<file path="src/rtl/operand_fetch.sv">
// -----------------------------------------------------------------------------
// operand_fetch
//
// Operand-fetch pipeline stage. It reads two source operands from an external
// register file, forwards the write-back value when it targets a source in the
// same cycle, and tracks pending destination writes in an 8-entry busy
// scoreboard. Read-after-write and write-after-write hazards are stalled here.
// A single execute register holds the issued instruction with 1-cycle latency
// and valid/ready flow control.
//
// Ports
//   clk, rst                      clock, synchronous active-high reset
//   in_valid / in_ready           decoded-instruction handshake
//   in_op, in_wr, in_rd           opcode, write enable, destination index
//   in_rs0, in_rs1                source register indices
//   in_use_imm, in_imm            operand B select and immediate
//   rf_rd0_addr / rf_rd1_addr     register-file read addresses (= rs0 / rs1)
//   rf_rd0_data / rf_rd1_data     register-file read data (combinational)
//   wb_en, wb_addr, wb_data       write-back port into the register file
//   out_valid / out_ready         execute-register handshake
//   out_op, out_rd, out_wr,
//   out_a, out_b                  registered instruction and operands
//   stall_cnt                     saturating count of stalled input cycles
// -----------------------------------------------------------------------------
module operand_fetch #(
   parameter int STALL_CNT_W = 16
) (
   input  logic                   clk,
   input  logic                   rst,

   input  logic                   in_valid,
   output logic                   in_ready,
   input  logic [3:0]             in_op,
   input  logic                   in_wr,
   input  logic [2:0]             in_rd,
   input  logic [2:0]             in_rs0,
   input  logic [2:0]             in_rs1,
   input  logic                   in_use_imm,
   input  logic [15:0]            in_imm,

   output logic [2:0]             rf_rd0_addr,
   output logic [2:0]             rf_rd1_addr,
   input  logic [15:0]            rf_rd0_data,
   input  logic [15:0]            rf_rd1_data,

   input  logic                   wb_en,
   input  logic [2:0]             wb_addr,
   input  logic [15:0]            wb_data,

   output logic                   out_valid,
   input  logic                   out_ready,
   output logic [3:0]             out_op,
   output logic [2:0]             out_rd,
   output logic                   out_wr,
   output logic [15:0]            out_a,
   output logic [15:0]            out_b,

   output logic [STALL_CNT_W-1:0] stall_cnt
);

   logic [7:0]  busy;
   logic [7:0]  busy_nxt;
   logic        wb_hit_rs0;
   logic        wb_hit_rs1;
   logic        wb_hit_rd;
   logic        hazard;
   logic        accept;
   logic [15:0] op_a;
   logic [15:0] op_b;

   assign rf_rd0_addr = in_rs0;
   assign rf_rd1_addr = in_rs1;

   // A write-back landing this cycle both forwards its data and releases the
   // busy bit early, so a matching register is never considered blocked.
   assign wb_hit_rs0 = wb_en && (wb_addr == in_rs0);
   assign wb_hit_rs1 = wb_en && (wb_addr == in_rs1);
   assign wb_hit_rd  = wb_en && (wb_addr == in_rd);

   always_comb begin
      // NOTE: every combinational output gets a default first so no path
      // leaves a value unassigned, which would otherwise infer a latch.
      hazard   = 1'b0;
      op_a     = rf_rd0_data;
      op_b     = rf_rd1_data;
      busy_nxt = busy;

      if (wb_hit_rs0) op_a = wb_data;
      if (in_use_imm) op_b = in_imm;
      else if (wb_hit_rs1) op_b = wb_data;

      // Hazard is evaluated regardless of in_valid so in_ready is a pure
      // function of the presented fields and current state.
      if (busy[in_rs0] && !wb_hit_rs0)                hazard = 1'b1;
      if (!in_use_imm && busy[in_rs1] && !wb_hit_rs1) hazard = 1'b1;
      if (in_wr && busy[in_rd] && !wb_hit_rd)         hazard = 1'b1;

      // Clear before set: a same-cycle set to the same index wins.
      if (wb_en)           busy_nxt[wb_addr] = 1'b0;
      if (accept && in_wr) busy_nxt[in_rd]   = 1'b1;
   end

   assign in_ready = (!out_valid || out_ready) && !hazard;
   assign accept   = in_valid && in_ready;

   always_ff @(posedge clk) begin
      // NOTE: all state uses non-blocking assignment so every register
      // samples pre-edge values, independent of statement order.
      if (rst) begin
         // NOTE: the busy scoreboard must be cleared on reset; a stale bit
         // would stall any reader of that register forever.
         busy      <= '0;
         out_valid <= 1'b0;
         out_op    <= '0;
         out_rd    <= '0;
         out_wr    <= 1'b0;
         out_a     <= '0;
         out_b     <= '0;
         stall_cnt <= '0;
      end else begin
         busy <= busy_nxt;

         if (accept) begin
            out_valid <= 1'b1;
            out_op    <= in_op;
            out_rd    <= in_rd;
            out_wr    <= in_wr;
            out_a     <= op_a;
            out_b     <= op_b;
         end else if (out_ready) begin
            out_valid <= 1'b0;
         end

         if (in_valid && !in_ready && !(&stall_cnt))
            stall_cnt <= stall_cnt + STALL_CNT_W'(1);
      end
   end

endmodule

</file>
<file path="config.mk">
export PLATFORM = sky130hd
export DESIGN_NAME = operand_fetch
export DESIGN_NICKNAME = d
export VERILOG_FILES = /design/src/rtl/operand_fetch.sv
export SDC_FILE = /design/constraint.sdc
export NUM_CORES = 1
export LEC_CHECK = 0
export CAP_MARGIN = 10
export CELL_PAD_IN_SITES_DETAIL_PLACEMENT = 1
export CELL_PAD_IN_SITES_GLOBAL_PLACEMENT = 1
export CORE_MARGIN = 4
export CORE_UTILIZATION = 34
export CTS_BUF_LIST = sky130_fd_sc_hd__clkbuf_2 sky130_fd_sc_hd__clkbuf_4 sky130_fd_sc_hd__clkbuf_8
export DETAILED_ROUTE_END_ITERATION = 10
export GPL_ROUTABILITY_DRIVEN = 0
export PLACE_DENSITY_LB_ADDON = 0.1
export SLEW_MARGIN = 20
export SYNTH_ARGS = -nofsm -noshare
export SYNTH_HDL_FRONTEND = slang
export SYNTH_SLANG_ARGS = --single-unit
</file>
<file path="constraint.sdc">
create_clock -name clk -period 8.1 [get_ports clk]
set_input_delay 2.025 -clock clk [delete_from_list [all_inputs] [get_ports clk]]
set_output_delay 2.025 -clock clk [all_outputs]
set_load 0.05 [all_outputs]
</file>
; Yosys cells after proc, flatten, opt, wreduce, memory -nomap -nowiden
; Index checks and enable logic that the tools add are counted.
[totals]
output_inout_bits = 64
elab_cells = 67
in_bits = 87
register_bits = 65
latchBits = 0
memories = 0
mem_bits_ro = 0
mem_bits_rw = 0
[op_classes]
eq_ne = 3
mux = 20
n_div = 0
n_bitwise = 3
n_shift = 0
reduce_logical = 26
n_addsub = 1
n_mul = 0
n_lt_le_gt_ge = 6
[ops]
columns = operator, count
row1 = $mux 16, 3
row2 = $add 16x1->16 const B, 1
row3 = $lt 3x4->1 const B, 4
row4 = $mux 8, 2
row5 = $reduce_and 16->1, 1
row6 = $logic_and 1x1->1, 15
row7 = $mux 1, 10
row8 = $bmux 1 s3, 3
row9 = $eq 3x3->1, 3
row10 = $and 8x8->8, 1
row11 = $logic_not 1->1, 8
row12 = $not 8->8, 1
row13 = $or 8x8->8, 1
row14 = $demux 1 s3, 2
row15 = $ge 3x1->1 const B, 2
row16 = $reduce_bool 2->1, 1
row17 = $logic_or 1x1->1, 1

; Longest topological paths before layout
[logic_depth]
depth_word = 12
depth_mapped = 9
depth_no_buf = 7

; Least setup slack after synthesis
; Ideal clock, no wire load.
[synth_timing]
path_type = input port to output port
from = input in_rs1[1]
to = output in_ready
cell_stages = 7
slack_ps = 2508
n_path_buf = 3
required_ps = 6075
arrival_time_ps = 3567
path_cell_list = clkbuf_2 -> xnor2_1 -> nand4_2 -> a41oi_1 -> and3_4 -> buf_6 -> buf_2
[synth_between]
elab_chain_len = 8
word_cells_on_any_way = 11
classes_between = eq/ne: 1 / mux: 4 / reduce/logical: 6
[synth_lines]
columns = item, line
row1 = start: declaration, 37  ; input logic [2:0] in_rs1,
row2 = $bmux 1 s3 / $eq 3x3->1 (equally long branches), "95, 77"
row3 = $mux 1 (implied by the code) / $logic_and 1x1->1 (equally long branches), "95, 77"
row4 = $logic_and 1x1->1 / $logic_not 1->1 (equally long branches), 95  ; if (!in_use_imm && busy[in_rs1] && !wb_hit_rs1) hazard = 1'b1;
row5 = $logic_and 1x1->1 *, 95
row6 = $mux 1 *, 95
row7 = $mux 1 *, 96  ; if (in_wr && busy[in_rd] && !wb_hit_rd) hazard = 1'b1;
row8 = $logic_not 1->1 *, 103  ; assign in_ready = (!out_valid || out_ready) && !hazard;
row9 = $logic_and 1x1->1 *, 103
row10 = end: declaration, 32  ; output logic in_ready,
; Every way passes the cells marked *; elsewhere a longest branch is shown, timed or not. The select of a mux whose other input is x is not followed.

; Worst setup path after layout
[layout_timing]
from = input wb_addr[2]
to = output in_ready
[layout_between]
elab_chain_len = 9
word_cells_on_any_way = 17
classes_between = eq/ne: 3 / mux: 3 / reduce/logical: 11
[layout_lines]
columns = item, line
row1 = start: declaration, 47  ; input logic [2:0] wb_addr,
row2 = $eq 3x3->1, 76  ; assign wb_hit_rs0 = wb_en && (wb_addr == in_rs0);
row3 = $logic_and 1x1->1, 76
row4 = $logic_not 1->1, 94  ; if (busy[in_rs0] && !wb_hit_rs0) hazard = 1'b1;
row5 = $logic_and 1x1->1, 94
row6 = $mux 1, 94
row7 = $mux 1, 95
row8 = $mux 1 *, 96
row9 = $logic_not 1->1 *, 103
row10 = $logic_and 1x1->1 *, 103
; Every way passes the cells marked *; elsewhere a longest branch is shown, timed or not.

==> flow_summary.yaml <==
outcome:
  outcome: "completed"
detailed_routing:
  postRouteAntennaNets: 0
  remaining_drc_errors: 0
  drtPass1Iterations: 4
  vias: 3471
  routed_via_density: 5.13
  drt_wl_total_um: 12300
  drt_iter0_markers: 128
  post_drt_wl_per_cell_um: 18.2
sta:
  period_share_pct: 82.4
  setup_tns_ns: 0
  max_freq_mhz: 150
  hold-worst-slack_ns: 0.498
  fin_worst_skew_ns: 0.00600
  tightest_slew_ns: 0.892
  rsz0062_at_grt: "no"
  layout_setup_ws_ns: 1.43
  hold_viol: 0
  period_minus_slack_ns: 6.67
  slew_headroom_pct: 40.4
  drv_slew: 0
  finalSetupViolCount: 0
die:
  fp.dieH_um: 111
  core_area_um2: 10300
  fp.dieW_um: 111
  start_util_pct: 34.9
  pin_count: 151
  dieArea_um2: 12300
  rows: 37
grt:
  grt_use_met2_pct: 34.3
  grt_use_met3_pct: 5.08
  antenna_found_initial: 0
  grt_usage_pct: 20.0
  grt_pass1_vias: 3641
  grt_max_degree: 66
  grt_overflow_total: 0
  grt_pass1_wl_um: 19600
  busiest_layer: "met2"
  gr-usage-met1_pct: 24.4
cells_and_area:
  stdcell_count: 676
  final_cell_area_um2: 5320
  drive_gt1_share_pct: 7.41
  area_growth_pct: 48.4
  postLayoutCoreUtil_pct: 51.8
  fin_nets: 623
  antennaDiodeCount: 0
worst_setup_path:
  cp.required_ns: 6.08
  cp.arrival_ns: 4.65
  end_kind: "output pin"
  cp_max_fo: 17
  crit_type: "input port to output pin"
  critPathLaunchType: "input port"
clock_tree:
  cts_tree: "done"
  cts.sinks: 65
  clk_latency_ns: 0.34
  ctsResizeCount: 0
  root_buffer: "clkbuf_8"
  htree_levels: 3
  cts_buffers: 9
  cts_hold_buf: 0
  cts_setup_buffers: 0
  clockBufferDepth: 2
  clk_pin_slew_ns: 0.07
flow_run:
  maxCapViolCount: 0
place:
  placed_cell_area_um2: 5090
  hpwlAfterDp_um: 9450
  dp_slack_ns: 1.43
  io_buffers: 150
  place_inst: 660
logic_synthesis:
  synth_cells: 408
  synth.avg_cell_area_um2: 8.79
  synth.distinct_cells: 46
  synth_area_um2: 3590
  ys_warn_count: 0
  yosys_register_bits: 65
  synth_top_cell_by_area: "dfxtp_1"
  synth_most_common_cell: "mux2i_1"
  async_reset_ff_share_pct: 0
  synth_commonest_cells: "mux2i_1, dfxtp_1, nor2_1"
  synth_ff_type: "dfxtp_1"
  syn_nets: 496
  synth_edf_count: 0
  yosysSeqAreaShare_pct: 36.3
  yosysTopAreaCellShare_pct: 36.3
  yosys-top-cells-area: "dfxtp_1, mux2i_1, nor2_1"
power_and_ir_drop:
  ir_worst_vdd_v: 0.0000885
  total_power_mw: 0.939
  leakagePower_nw: 2.21
  p_per_area_nw_per_um2: 176
hold_path:
  worstHoldPathType: "flip-flop to flip-flop"
==> final timing paths <==
path	from	to	slack, ns	depth (start not counted)
worst min-delay path	out_b[6]$_SDFFE_PP0P_	out_b[6]$_SDFFE_PP0P_	0.50	2
worst min register to register	out_b[6]$_SDFFE_PP0P_	out_b[6]$_SDFFE_PP0P_	0.50	2
worst max-delay path	wb_addr[2]	in_ready	1.43	7
worst max register to register	busy[2]$_SDFF_PP0_	out_a[14]$_SDFFE_PP0P_	5.54	7
==> routing by layer <==
metal / vias up / wire [um]
li1: 1715 / -
met1: 1661 / 5330
met2: 80 / 6160
met3: 15 / 597
met4: 0 / 209
met5: - / 0
==> power breakdown <==
part / total (mW) / internal (mW) / switching [mW] / leakage, nW
clock: 0.318 / 0.189 / 0.129 / 0.115
sequential: 0.351 / 0.339 / 0.0120 / 0.531
combinational: 0.270 / 0.111 / 0.158 / 1.56
total: 0.939 / 0.640 / 0.299 / 2.21
==> cell usage in the layout (no fill, tap or decap), types with 5 or more instances in the layout <==
cell and instances:
a211oi_1 17, a21oi_1 21, buf_4 6, clkbuf_8 11, clkdlybuf4s50_1 149, dfxtp_1 65, inv_1 9, mux2_2 11
mux2i_1 66, nand2_1 31, nand3_1 8, nand4_1 9, nor2_1 38, nor2b_1 10, nor3_1 6, o21ai_0 19
o31ai_1 5, xnor2_1 9
==> worst max-delay path: stages <==
cell	delay, ns
clkdlybuf4s50_1	0.72
xnor2_1	0.19
nand4_2	0.11
buf_4	0.24
a41oi_1	0.29
and3_4	0.25
clkdlybuf4s50_1	0.81
==> registers in the layout (all words and copies together), names as in the netlist <==
| register | cells |
|---|---|
| busy | 8 |
| out_a | 16 |
| out_b | 16 |
| out_op | 4 |
| out_rd | 3 |
| out_valid | 1 |
| out_wr | 1 |
| stall_cnt | 16 |
==> cell families (layout without fill, tap and decap cells) <==
group                      Yosys count  after routing  synth area share [%]
AOI/OAI and AO/OA                   82             82                  14.7
adders and majority gates            1              1                 0.349
xor gates and xnor gates             9              9                  2.20
DFF                                 65             65                  36.3
buffers and inverters               49            181                  6.70
muxes                               78             78                  22.5
and+or+nand+nor                    124            124                  17.3
==> final cells by class <==
type | instances | area [um^2]
clock buffers | 11 | 151
clock inverters | 5 | 77.6
fillers | 1230 | 4960
inverters | 9 | 33.8
multi-input cells | 294 | 2040
flip-flops and latches | 65 | 1300
well taps | 136 | 170
repair buffers | 156 | 1540
Note: power is estimated with default switching activity, not from simulation.
